<file path="src/rtl/spi_regfile_pkg.sv">
// Shared types and constants for the SPI register-file peripheral.
package spi_regfile_pkg;

    typedef enum logic [1:0] {
        StIdle,
        StHdr,
        StData
    } state_e;

    localparam logic RW_WRITE = 1'b1;
    localparam logic RW_READ  = 1'b0;

    // Header length: one R/W bit followed by the address field.
    function automatic int unsigned hdr_w(input int unsigned addr_w);
        return addr_w + 1;
    endfunction

endpackage

</file>
<file path="src/rtl/spi_sync_edge.sv">
// Two-flop synchroniser for an asynchronous pin, with a delay flop for rise/fall strobes.
module spi_sync_edge (
    input  logic clk,
    input  logic rst,
    input  logic din_i,
    output logic level_o,
    output logic rise_o,
    output logic fall_o
);

    logic s1_q, s2_q, s3_q;

    always_ff @(posedge clk) begin
        if (rst) begin
            s1_q <= 1'b0;
            s2_q <= 1'b0;
            s3_q <= 1'b0;
        end else begin
            s1_q <= din_i;
            s2_q <= s1_q;
            s3_q <= s2_q;
        end
    end

    assign level_o = s2_q;
    assign rise_o  = s2_q & ~s3_q;
    assign fall_o  = ~s2_q & s3_q;

endmodule

</file>
<file path="src/rtl/spi_regfile.sv">
// Mode-0 SPI register file with burst auto-increment, write strobes and framing errors.
// Read-back on CIPO is built only when SPI_REGFILE_READBACK_EN is defined.
module spi_regfile
    import spi_regfile_pkg::*;
#(
    parameter int unsigned NUM_REGS = 5,
    parameter int unsigned DATA_W   = 8,
    parameter int unsigned ADDR_W   = 7
) (
    input  logic                         clk,
    input  logic                         rst,
    input  logic                         nCS,
    input  logic                         SCLK,
    input  logic                         COPI,
    output logic                         CIPO,
    output logic                         cipo_oe,
    output logic [NUM_REGS*DATA_W-1:0]   regs_o,
    output logic [NUM_REGS-1:0]          wr_pulse_o,
    output logic                         frame_err_o,
    output logic                         busy_o
);

    localparam int unsigned HDR_W   = hdr_w(ADDR_W);
    localparam int unsigned CNT_MAX = (HDR_W > DATA_W) ? HDR_W : DATA_W;
    localparam int unsigned CNT_W   = $clog2(CNT_MAX + 1);
    // Holds the bits preceding the one being sampled; the current bit comes straight from COPI.
    localparam int unsigned SR_W    = CNT_MAX - 1;

    logic ncs_lvl, ncs_rise, ncs_fall;
    logic sclk_lvl, sclk_rise, sclk_fall;
    logic copi_lvl, copi_rise, copi_fall;

    spi_sync_edge u_sync_ncs (
        .clk     (clk),
        .rst     (rst),
        .din_i   (nCS),
        .level_o (ncs_lvl),
        .rise_o  (ncs_rise),
        .fall_o  (ncs_fall)
    );

    spi_sync_edge u_sync_sclk (
        .clk     (clk),
        .rst     (rst),
        .din_i   (SCLK),
        .level_o (sclk_lvl),
        .rise_o  (sclk_rise),
        .fall_o  (sclk_fall)
    );

    spi_sync_edge u_sync_copi (
        .clk     (clk),
        .rst     (rst),
        .din_i   (COPI),
        .level_o (copi_lvl),
        .rise_o  (copi_rise),
        .fall_o  (copi_fall)
    );

    logic unused_sync;
    assign unused_sync = ^{ncs_lvl, sclk_lvl, copi_rise, copi_fall};

    state_e                state_q, state_d;
    logic [CNT_W-1:0]      bit_cnt_q, bit_cnt_d;
    logic [SR_W-1:0]       in_sr_q, in_sr_d;
    logic                  rw_q, rw_d;
    logic [ADDR_W-1:0]     addr_q, addr_d;
    logic                  word_seen_q, word_seen_d;
    logic [DATA_W-1:0]     regs_q [NUM_REGS];
    logic [DATA_W-1:0]     regs_d [NUM_REGS];
    logic [NUM_REGS-1:0]   wr_pulse_q, wr_pulse_d;
    logic                  frame_err_q, frame_err_d;

    logic [HDR_W-1:0]      hdr_word;
    logic [DATA_W-1:0]     data_word;
    logic                  hdr_last, data_last;

    assign hdr_word  = {in_sr_q[HDR_W-2:0], copi_lvl};
    assign data_word = {in_sr_q[DATA_W-2:0], copi_lvl};
    assign hdr_last  = (bit_cnt_q == CNT_W'(HDR_W - 1));
    assign data_last = (bit_cnt_q == CNT_W'(DATA_W - 1));

    always_comb begin
        state_d     = state_q;
        bit_cnt_d   = bit_cnt_q;
        in_sr_d     = in_sr_q;
        rw_d        = rw_q;
        addr_d      = addr_q;
        word_seen_d = word_seen_q;
        regs_d      = regs_q;
        wr_pulse_d  = '0;
        frame_err_d = 1'b0;

        unique case (state_q)
            StIdle: begin
                if (ncs_fall) begin
                    state_d     = StHdr;
                    bit_cnt_d   = '0;
                    word_seen_d = 1'b0;
                end
            end
            StHdr: begin
                if (ncs_rise) begin
                    state_d     = StIdle;
                    frame_err_d = 1'b1;
                end else if (sclk_rise) begin
                    in_sr_d = SR_W'({in_sr_q, copi_lvl});
                    if (hdr_last) begin
                        rw_d      = hdr_word[HDR_W-1];
                        addr_d    = hdr_word[ADDR_W-1:0];
                        bit_cnt_d = '0;
                        state_d   = StData;
                    end else begin
                        bit_cnt_d = bit_cnt_q + 1'b1;
                    end
                end
            end
            StData: begin
                if (ncs_rise) begin
                    state_d     = StIdle;
                    frame_err_d = (bit_cnt_q != '0) || !word_seen_q;
                end else if (sclk_rise) begin
                    in_sr_d = SR_W'({in_sr_q, copi_lvl});
                    if (data_last) begin
                        bit_cnt_d   = '0;
                        word_seen_d = 1'b1;
                        addr_d      = addr_q + 1'b1;
                        // Addresses past the last register simply match no entry.
                        for (int k = 0; k < NUM_REGS; k++) begin
                            if (rw_q == RW_WRITE && addr_q == ADDR_W'(k)) begin
                                regs_d[k]     = data_word;
                                wr_pulse_d[k] = 1'b1;
                            end
                        end
                    end else begin
                        bit_cnt_d = bit_cnt_q + 1'b1;
                    end
                end
            end
            default: state_d = StIdle;
        endcase
    end

    always_ff @(posedge clk) begin
        if (rst) begin
            state_q     <= StIdle;
            bit_cnt_q   <= '0;
            in_sr_q     <= '0;
            rw_q        <= 1'b0;
            addr_q      <= '0;
            word_seen_q <= 1'b0;
            wr_pulse_q  <= '0;
            frame_err_q <= 1'b0;
            for (int k = 0; k < NUM_REGS; k++) regs_q[k] <= '0;
        end else begin
            state_q     <= state_d;
            bit_cnt_q   <= bit_cnt_d;
            in_sr_q     <= in_sr_d;
            rw_q        <= rw_d;
            addr_q      <= addr_d;
            word_seen_q <= word_seen_d;
            wr_pulse_q  <= wr_pulse_d;
            frame_err_q <= frame_err_d;
            regs_q      <= regs_d;
        end
    end

    always_comb begin
        for (int k = 0; k < NUM_REGS; k++) regs_o[k*DATA_W +: DATA_W] = regs_q[k];
    end

    assign wr_pulse_o  = wr_pulse_q;
    assign frame_err_o = frame_err_q;
    assign busy_o      = (state_q != StIdle);

`ifdef SPI_REGFILE_READBACK_EN
    logic [DATA_W-1:0] out_sr_q, out_sr_d;
    logic              cipo_q, cipo_d;
    logic              oe_q, oe_d;
    logic [DATA_W-1:0] hdr_rd_word, next_rd_word;
    logic              rd_active;

    assign rd_active = (state_q == StData) && (rw_q == RW_READ);

    always_comb begin
        hdr_rd_word  = '0;
        next_rd_word = '0;
        for (int k = 0; k < NUM_REGS; k++) begin
            if (hdr_word[ADDR_W-1:0] == ADDR_W'(k)) hdr_rd_word = regs_q[k];
            if (addr_q + 1'b1 == ADDR_W'(k)) next_rd_word = regs_q[k];
        end
    end

    always_comb begin
        out_sr_d = out_sr_q;
        cipo_d   = cipo_q;
        oe_d     = oe_q;
        if (ncs_rise) begin
            cipo_d = 1'b0;
            oe_d   = 1'b0;
        end else if (state_q == StHdr && sclk_rise && hdr_last) begin
            out_sr_d = hdr_rd_word;
        end else if (rd_active && sclk_fall) begin
            cipo_d   = out_sr_q[DATA_W-1];
            oe_d     = 1'b1;
            out_sr_d = out_sr_q << 1;
        end else if (rd_active && sclk_rise && data_last) begin
            out_sr_d = next_rd_word;
        end
    end

    always_ff @(posedge clk) begin
        if (rst) begin
            out_sr_q <= '0;
            cipo_q   <= 1'b0;
            oe_q     <= 1'b0;
        end else begin
            out_sr_q <= out_sr_d;
            cipo_q   <= cipo_d;
            oe_q     <= oe_d;
        end
    end

    assign CIPO    = cipo_q;
    assign cipo_oe = oe_q;
`else
    logic unused_rd;
    assign unused_rd = sclk_fall;
    assign CIPO      = 1'b0;
    assign cipo_oe   = 1'b0;
`endif

endmodule

</file>
<file path="config.mk">
export PLATFORM = sky130hd
export DESIGN_NAME = spi_regfile
export DESIGN_NICKNAME = d
export VERILOG_FILES = /design/src/rtl/spi_regfile_pkg.sv /design/src/rtl/spi_sync_edge.sv /design/src/rtl/spi_regfile.sv
export SDC_FILE = /design/constraint.sdc
export NUM_CORES = 1
export LEC_CHECK = 0
export ABC_AREA = 1
export BUFFER_PORTS_ARGS = -buffer_cell sky130_fd_sc_hd__clkbuf_2
export CORE_ASPECT_RATIO = 1.2
export CORE_MARGIN = 3
export CORE_UTILIZATION = 55
export CTS_CLUSTER_SIZE = 40
export DETAILED_ROUTE_END_ITERATION = 16
export PLACE_DENSITY_LB_ADDON = 0.3
export SLEW_MARGIN = 20
export SYNTH_ARGS = -nofsm -noshare
export SYNTH_HDL_FRONTEND = slang
export SYNTH_SLANG_ARGS = --single-unit
</file>
<file path="constraint.sdc">
create_clock -name clk -period 1.9 [get_ports clk]
set_clock_uncertainty 0.15 [all_clocks]
set_input_delay 0.095 -clock clk [delete_from_list [all_inputs] [get_ports clk]]
set_output_delay 0.095 -clock clk [all_outputs]
set_load 0.02 [all_outputs]
</file>
==> impl_metrics.toml, run 1 <==
[status]
status = "completed"

[setup_path]
crit_path_max_incr_delay_ps = 330
r2r_cells = 9
ff2ff_setup_slack_ps = 100
path_max_fanout = 20
cp-start-kind = "flip-flop"
cp.required_ps = 1990
path_cells = "inv_1 -> ha_2 -> nand2_1 -> nor2_4 -> buf_12 -> buf_4 -> nand3_1 -> nand2_1 -> nor2_1"
critPathTopFamily = "simple AND/OR/NAND/NOR gates"
endpoint_kind = "flip-flop"
critical_path.most_common_cell = "nand2_1"
path_buf_inv = 3
worst_ep_arrival_time_ps = 1890
reg2reg_to = "regs_o[25]$_SDFFE_PP0P_"
slowest_stage = "dfxtp_1"
crit_type = "flip-flop to flip-flop"
crit-reg2reg-launch = "state_q[0]$_SDFFE_PP0P_"

[finish]
diodes = 0
fin_cells = 626
layout_commonest_cell = "nor2_1"
layout.nets = 556
layout-drive-gt1-share = 0.194
areaGrowthSynthToFinish_pct = 20.0
final_cell_mix = "nor2_1 (93), nand2_1 (79), dfxtp_1 (74)"
fill_cells = 498

[flow_run]
cap_violations = 0

[die]
core_um2 = 5860
ios = 54
fp.dieArea_um2 = 7220
start_util = 0.585
num_rows = 30
fp.dieW_um = 78.1
die_h_um = 92.5

[routing]
finalWirelength_um = 8030
first_iter_violations = 298
num_vias = 3250
routedWlPerCell_um = 12.8
ant_nets = 0
dr.pass1.iters = 5
post_drt_via_cell_ratio = 5.19
drc_errors = 0

[place]
place_inst = 607
portBuffers = 51
gp_congestion = 0.899
hpwl_um = 5560

[power_and_ir_drop]
netSwitchingFraction = 0.233
ir_drop_uv = 731
netSwitchingPower_w = 0.000795
combPwrFrac = 0.072
clock_power_share = 0.447
p_total_w = 0.00341
pwr-share-seq = 0.481
p_leak_nw = 1.81
p_per_area_nw_per_um2 = 829
p_int_w = 0.00262

[clock_tree]
cts_made_buffers = 9
clkLatencyLatePin_ps = 350
root_buffer = "clkbuf_8"
cts_tree = "done"
cts_setup_buffers = 0
clk_pin_slew_ps = 80
htreeDepth = 3
clock-sinks = 76
cts_buffer_depth = 2

[worst_hold_path]
holdCritPathClass = "primary input to flip-flop"
hold_depth = 3
hp-start = "rst"
worstHoldEndpoint = "u_sync_ncs.level_o$_SDFF_PP0_"

[yosys]
yosys.area_share.xor_xnor = 0
synthSimpleGateAreaFrac = 0.294
ys_warn_count = 0
ys_ff_latch = 76
synth_edf_count = 0
async_flop_share = 0
ys_seq_area_frac = 0.444
synth_fa_ha_area_frac = 0.0365
synth_area_um2 = 3430
muxShareOfSynthArea = 0
synth_top_family_by_area = "simple AND/OR/NAND/NOR gates"
synthFlopType = "dfxtp_1"
synth_area_per_cell_um2 = 7.10
yosysUniqueCellTypes = 27
synth-compound-area-share = 0.118
syn_inst = 483

[global_route]
gr-total-overflow = 0
grt_antenna_before_repair = 0
grt_usage = 0.232
grt_pass1_vias = 2967
grt_pass1_wl_um = 13400
grt_max_degree = 51

[timing]
finalHoldViolCount = 0
fin_crit_sh = 0.947
period_needed_ps = 1800
slew_violations = 0
timing.fmax_mhz = 556
setup_violations = 0
## metal layers
| metal | routed length (um) | track usage | up-vias |
|---|---|---|---|
| met2 | 4030 | 0.403 | 103 |
| met4 | 197 | 0.102 | 0 |
| met3 | 426 | 0.0516 | 22 |
| met5 | 0 | 0 | - |
| met1 | 3370 | 0.274 | 1479 |
| li1 | - | - | 1646 |
## metrics by stage
step	util	hold slack (ps)	setup TNS [ps]	setup WS, ps	cell area (um2)
global route	0.703	37.8	-66.3	-17.2	4110
detailed placement	0.645	144	0	7.37	3780
finish	0.703	22.0	0	101	4110
CTS	0.694	12.6	-2.86	-2.86	4070
floorplan	-	52.0	0	228	3430
global placement	0.645	138	0	119	3780
## final cells by class
class	count	area [um2]	area share
clock inverters	5	108	0.0262
clock buffers	11	141	0.0344
repair buffers	68	419	0.102
flip-flops and latches	76	1520	0.370
multi-input cells	326	1590	0.387
inverters	60	230	0.0560
well taps	80	100	0.0243
## registers in the layout, indices dropped and copies added, names as in the netlist, 2 cells and up
register    flops
regs_o         40
wr_pulse_o      5
state_q         2
addr_q          7
in_sr_q         7
bit_cnt_q       4
## synth_stat cells, drive strengths merged (3+ instances only)
master | number | area share
nor3 | 3 | 0.0044
buf | 15 | 0.033
o21ai | 37 | 0.054
clkbuf | 7 | 0.0077
inv | 60 | 0.066
nand2 | 83 | 0.094
nand4 | 11 | 0.022
a21oi | 38 | 0.055
nor2 | 99 | 0.12
nand3 | 38 | 0.057
dfxtp | 76 | 0.44
ha | 10 | 0.037
## worst register-to-register path, delay by kind of cell (launching register included)
| kind | cells | cell delay (ps) |
|---|---|---|
| DFF | 1 | 330 |
| buffers and inverters | 3 | 460 |
| and+or+nand+nor | 5 | 510 |
| adders and majority gates | 1 | 260 |
## what timing repair did
action,in CTS,in global routing
endpoints found under the hold margin,3,0
hold buffers,3,0
setup endpoints to repair,13,43
gates resized for setup,3,13
## kinds of logic after synthesis
group | Yosys count
buf+inv | 82
other cells | 1
simple gates | 235
flops | 76
fa+ha+maj | 10
compound gates | 79
## power by group through the flow
| stage | clock network [W] | registers [W] | logic [W] |
|---|---|---|---|
| 2_1_floorplan | 0 | 0.00167 | 0.000171 |
| 3_3_place_gp | 0 | 0.00167 | 0.000215 |
| 3_5_place_dp | 0 | 0.00167 | 0.000218 |
| 4_1_cts | 0.00154 | 0.00164 | 0.000227 |
| 5_1_grt | 0.00161 | 0.00164 | 0.000279 |
| 6_report | 0.00153 | 0.00164 | 0.000245 |
## worst max path at each step
stage	slack (ps)	from	depth (start not counted)	endpoint
6_report	100	state_q[0]$_SDFFE_PP0P_	9	regs_o[25]$_SDFFE_PP0P_
5_1_grt	-20	state_q[0]$_SDFFE_PP0P_	9	regs_o[10]$_SDFFE_PP0P_
4_1_cts	-3	bit_cnt_q[0]$_SDFFE_PP0P_	10	regs_o[10]$_SDFFE_PP0P_
3_5_place_dp	7	bit_cnt_q[0]$_SDFFE_PP0P_	10	regs_o[10]$_SDFFE_PP0P_
3_3_place_gp	120	bit_cnt_q[0]$_SDFFE_PP0P_	9	regs_o[14]$_SDFFE_PP0P_
2_1_floorplan	230	bit_cnt_q[0]$_SDFFE_PP0P_	10	regs_o[35]$_SDFFE_PP0P_
Power figures use the tool's default switching activity.
==> inputs of run 2 (changes only) <==
--- a/config.mk
+++ b/config.mk
@@ -5,15 +5,14 @@
 export SDC_FILE = /design/constraint.sdc
 export NUM_CORES = 1
 export LEC_CHECK = 0
-export ABC_AREA = 1
+export ABC_AREA = 0
 export BUFFER_PORTS_ARGS = -buffer_cell sky130_fd_sc_hd__clkbuf_2
 export CORE_ASPECT_RATIO = 1.2
 export CORE_MARGIN = 3
-export CORE_UTILIZATION = 55
+export CORE_UTILIZATION = 56
 export CTS_CLUSTER_SIZE = 40
 export DETAILED_ROUTE_END_ITERATION = 16
 export PLACE_DENSITY_LB_ADDON = 0.3
-export SLEW_MARGIN = 20
 export SYNTH_ARGS = -nofsm -noshare
 export SYNTH_HDL_FRONTEND = slang
 export SYNTH_SLANG_ARGS = --single-unit
==> impl_metrics.toml, run 2 <==
[clock_tree]
clkLatencyLatePin_ps = 360
cts_tree = "done"
root_buffer = "clkbuf_8"
htreeDepth = 3
cts_buffer_depth = 2
clock-sinks = 76
clk_pin_slew_ps = 80
cts_made_buffers = 9

[routing]
finalWirelength_um = 9350
num_vias = 3281
post_drt_via_cell_ratio = 6.04
dr.pass1.iters = 7
drc_errors = 0
ant_nets = 0
first_iter_violations = 202
routedWlPerCell_um = 17.2

[yosys]
synthTopCellsByCount = "dfxtp_1 (76), a21oi_1 (49), nand3_1 (35), o21ai_1 (25), o21ai_0 (21)"
yosysUniqueCellTypes = 52
synth_area_um2 = 3510
synth_area_per_cell_um2 = 8.82
ys_ff_latch = 76
synth_top_area_share = 0.433
async_flop_share = 0
synthFlopType = "dfxtp_1"
synth_edf_count = 0
yosysMostFrequentCell = "dfxtp_1"
ys_seq_area_frac = 0.433
synth.area.top_cells = "dfxtp_1 (43%), a21oi_1 (7.0%), nand3_1 (5.0%), ha_1 (3.6%), o21ai_1 (3.6%)"
syn_inst = 398
ys_warn_count = 0
synth.largest_area_cell = "dfxtp_1"

[power_and_ir_drop]
ir_drop_uv = 576
clock_power_share = 0.433
p_int_w = 0.00263
pwr-share-seq = 0.469
netSwitchingPower_w = 0.000838
netSwitchingFraction = 0.242
p_per_area_nw_per_um2 = 799
p_leak_nw = 1.72
combPwrFrac = 0.098

[global_route]
grt_pass1_vias = 3092
gr-total-overflow = 0
grt_max_degree = 46
grt_pass1_wl_um = 14800
grt_usage = 0.256
grt_antenna_before_repair = 0

[status]
status = "finished with violations"
violations = "negative setup slack"

[timing]
setup_violations = 1
slew_violations = 0
setup_slack_ps = -4.78
period_needed_ps = 1900
timing.fmax_mhz = 525
fin_crit_sh = 1.00
finalHoldViolCount = 0
grt_setup_unrepaired = "yes"
tns_ps = -4.78

[worst_hold_path]
hold_depth = 1
worstHoldEndpoint = "u_sync_copi.level_o$_SDFF_PP0_"
holdCritPathClass = "flip-flop to flip-flop"
hp-start = "u_sync_copi.s1_q$_SDFF_PP0_"

[die]
core_um2 = 5860
fp.dieW_um = 78.3
ios = 54
num_rows = 30
fp.dieArea_um2 = 7260
die_h_um = 92.7
start_util = 0.600

[setup_path]
endpoint_kind = "flip-flop"
path_cells = "ha_4 -> and4b_1 -> nand4_1 -> buf_4 -> buf_12 -> o21ai_0 -> a21oi_1"
crit-reg2reg-launch = "bit_cnt_q[0]$_SDFFE_PP0P_"
reg2reg_to = "regs_o[15]$_SDFFE_PP0P_"
cp-start-kind = "flip-flop"
cp.required_ps = 1990
worst_ep_arrival_time_ps = 2000
ff2ff_setup_slack_ps = -5
slowest_stage = "dfxtp_1"
crit_type = "flip-flop to flip-flop"
r2r_cells = 7
path_max_fanout = 23
crit_path_max_incr_delay_ps = 420

[finish]
fill_cells = 426
regArea_um2 = 1530
final_cell_mix = "dfxtp_1 (72), clkbuf_2 (51), a21oi_1 (46)"
areaGrowthSynthToFinish_pct = 23.6
layout-drive-gt1-share = 0.287
layout_commonest_cell = "dfxtp_1"
postLayoutCoreUtil = 0.741
layout.nets = 474
diodes = 0
largest_reg_flops = 40
multiInputGateArea_um2 = 1850

[place]
hpwl_um = 5980
portBuffers = 51
gp_congestion = 0.907

[flow_run]
cap_violations = 0
-- run 2: cell count changes in the layout (fill, tap and decap cells not counted), moves of 4 or more --
cell | previous run | this run
o21ai_1 | 18 | 33
a21oi_1 | 37 | 46
nor3_1 | 3 | 11
nand4_1 | 10 | 14
nand2_1 | 79 | 10
buf_4 | 11 | 28
o21ai_0 | 17 | 11
nor2b_1 | 0 | 12
inv_1 | 54 | 8
mux2i_1 | 0 | 11
and4_1 | 0 | 5
nor2_1 | 93 | 20
-- run 2: power groups by stage --
| stage | clock [W] | sequential, W | combinational, W |
|---|---|---|---|
| 2_1_floorplan | 0 | 0.00165 | 0.000183 |
| 3_3_place_gp | 0 | 0.00165 | 0.000259 |
| 3_5_place_dp | 0 | 0.00166 | 0.000267 |
| 4_1_cts | 0.00150 | 0.00162 | 0.000298 |
| 5_1_grt | 0.00155 | 0.00163 | 0.000366 |
| 6_report | 0.00150 | 0.00163 | 0.000339 |
-- run 2: per-stage QoR --
step | total power [W] | instances | setup WS, ps | area, um2 | hold slack, ps
2_1_floorplan | 0.00183 | 399 | 39.6 | 3510 | 73.2
3_5_place_dp | 0.00192 | 520 | -22.7 | 3900 | 159
5_1_grt | 0.00355 | 543 | -135 | 4340 | 309
3_3_place_gp | 0.00191 | 520 | 50.4 | 3900 | 157
4_1_cts | 0.00341 | 539 | -6.77 | 4210 | 293
6_report | 0.00347 | 543 | -4.78 | 4340 | 291
-- run 2: final cells by class --
class / instances / share of cell area
repair buffers: 87 / 0.134
flip-flops and latches: 76 / 0.352
clock inverters: 6 / 0.0260
multi-input cells: 274 / 0.426
well taps: 80 / 0.0231
inverters: 11 / 0.0101
clock buffers: 9 / 0.0285
-- run 2: kinds of logic (layout without fill, tap and decap cells) --
logic type      after synthesis  after routing  synth area share
compound gates              114            114             0.183
simple gates                136            136             0.243
flops                        76             76             0.433
mux                          12             12            0.0342
buf+inv                      49            113            0.0698
other cells                   1              2           0.00107
fa+ha+maj                    10             10            0.0356
-- run 2: worst max-delay path by stage --
| stage | endpoint | cells after the start | startpoint |
|---|---|---|---|
| 2_1_floorplan | regs_o[1]$_SDFFE_PP0P_ | 8 | state_q[0]$_SDFFE_PP0P_ |
| 3_3_place_gp | addr_q[0]$_SDFFE_PP0P_ | 6 | bit_cnt_q[0]$_SDFFE_PP0P_ |
| 3_5_place_dp | bit_cnt_q[3]$_SDFFE_PP0P_ | 6 | state_q[0]$_SDFFE_PP0P_ |
| 4_1_cts | bit_cnt_q[3]$_SDFFE_PP0P_ | 6 | state_q[1]$_SDFFE_PP0P_ |
| 5_1_grt | regs_o[19]$_SDFFE_PP0P_ | 7 | bit_cnt_q[0]$_SDFFE_PP0P_ |
| 6_report | regs_o[15]$_SDFFE_PP0P_ | 7 | bit_cnt_q[0]$_SDFFE_PP0P_ |
-- run 2: what timing repair did --
item,CTS,global route
resized for setup,7,31
cloned,0,1
hold buffers,4,0
endpoints found under the hold margin,6,0
endpoints found under the setup margin,4,56
pin swaps,1,4
buffers inserted,0,3
-- run 2: layer usage --
layer / GRT usage / up-vias / wire [um]
met5: 0 / - / 0
met4: 0.118 / 0 / 244
met3: 0.0584 / 23 / 563
met2: 0.447 / 142 / 4810
met1: 0.295 / 1557 / 3730
li1: - / 1559 / -
-- run 2: critical path: cells and delay by family (launching register included) --
family | cells | cell delay [ps]
flops | 1 | 420
compound gates | 2 | 350
buf+inv | 2 | 340
simple gates | 2 | 320
fa+ha+maj | 1 | 200
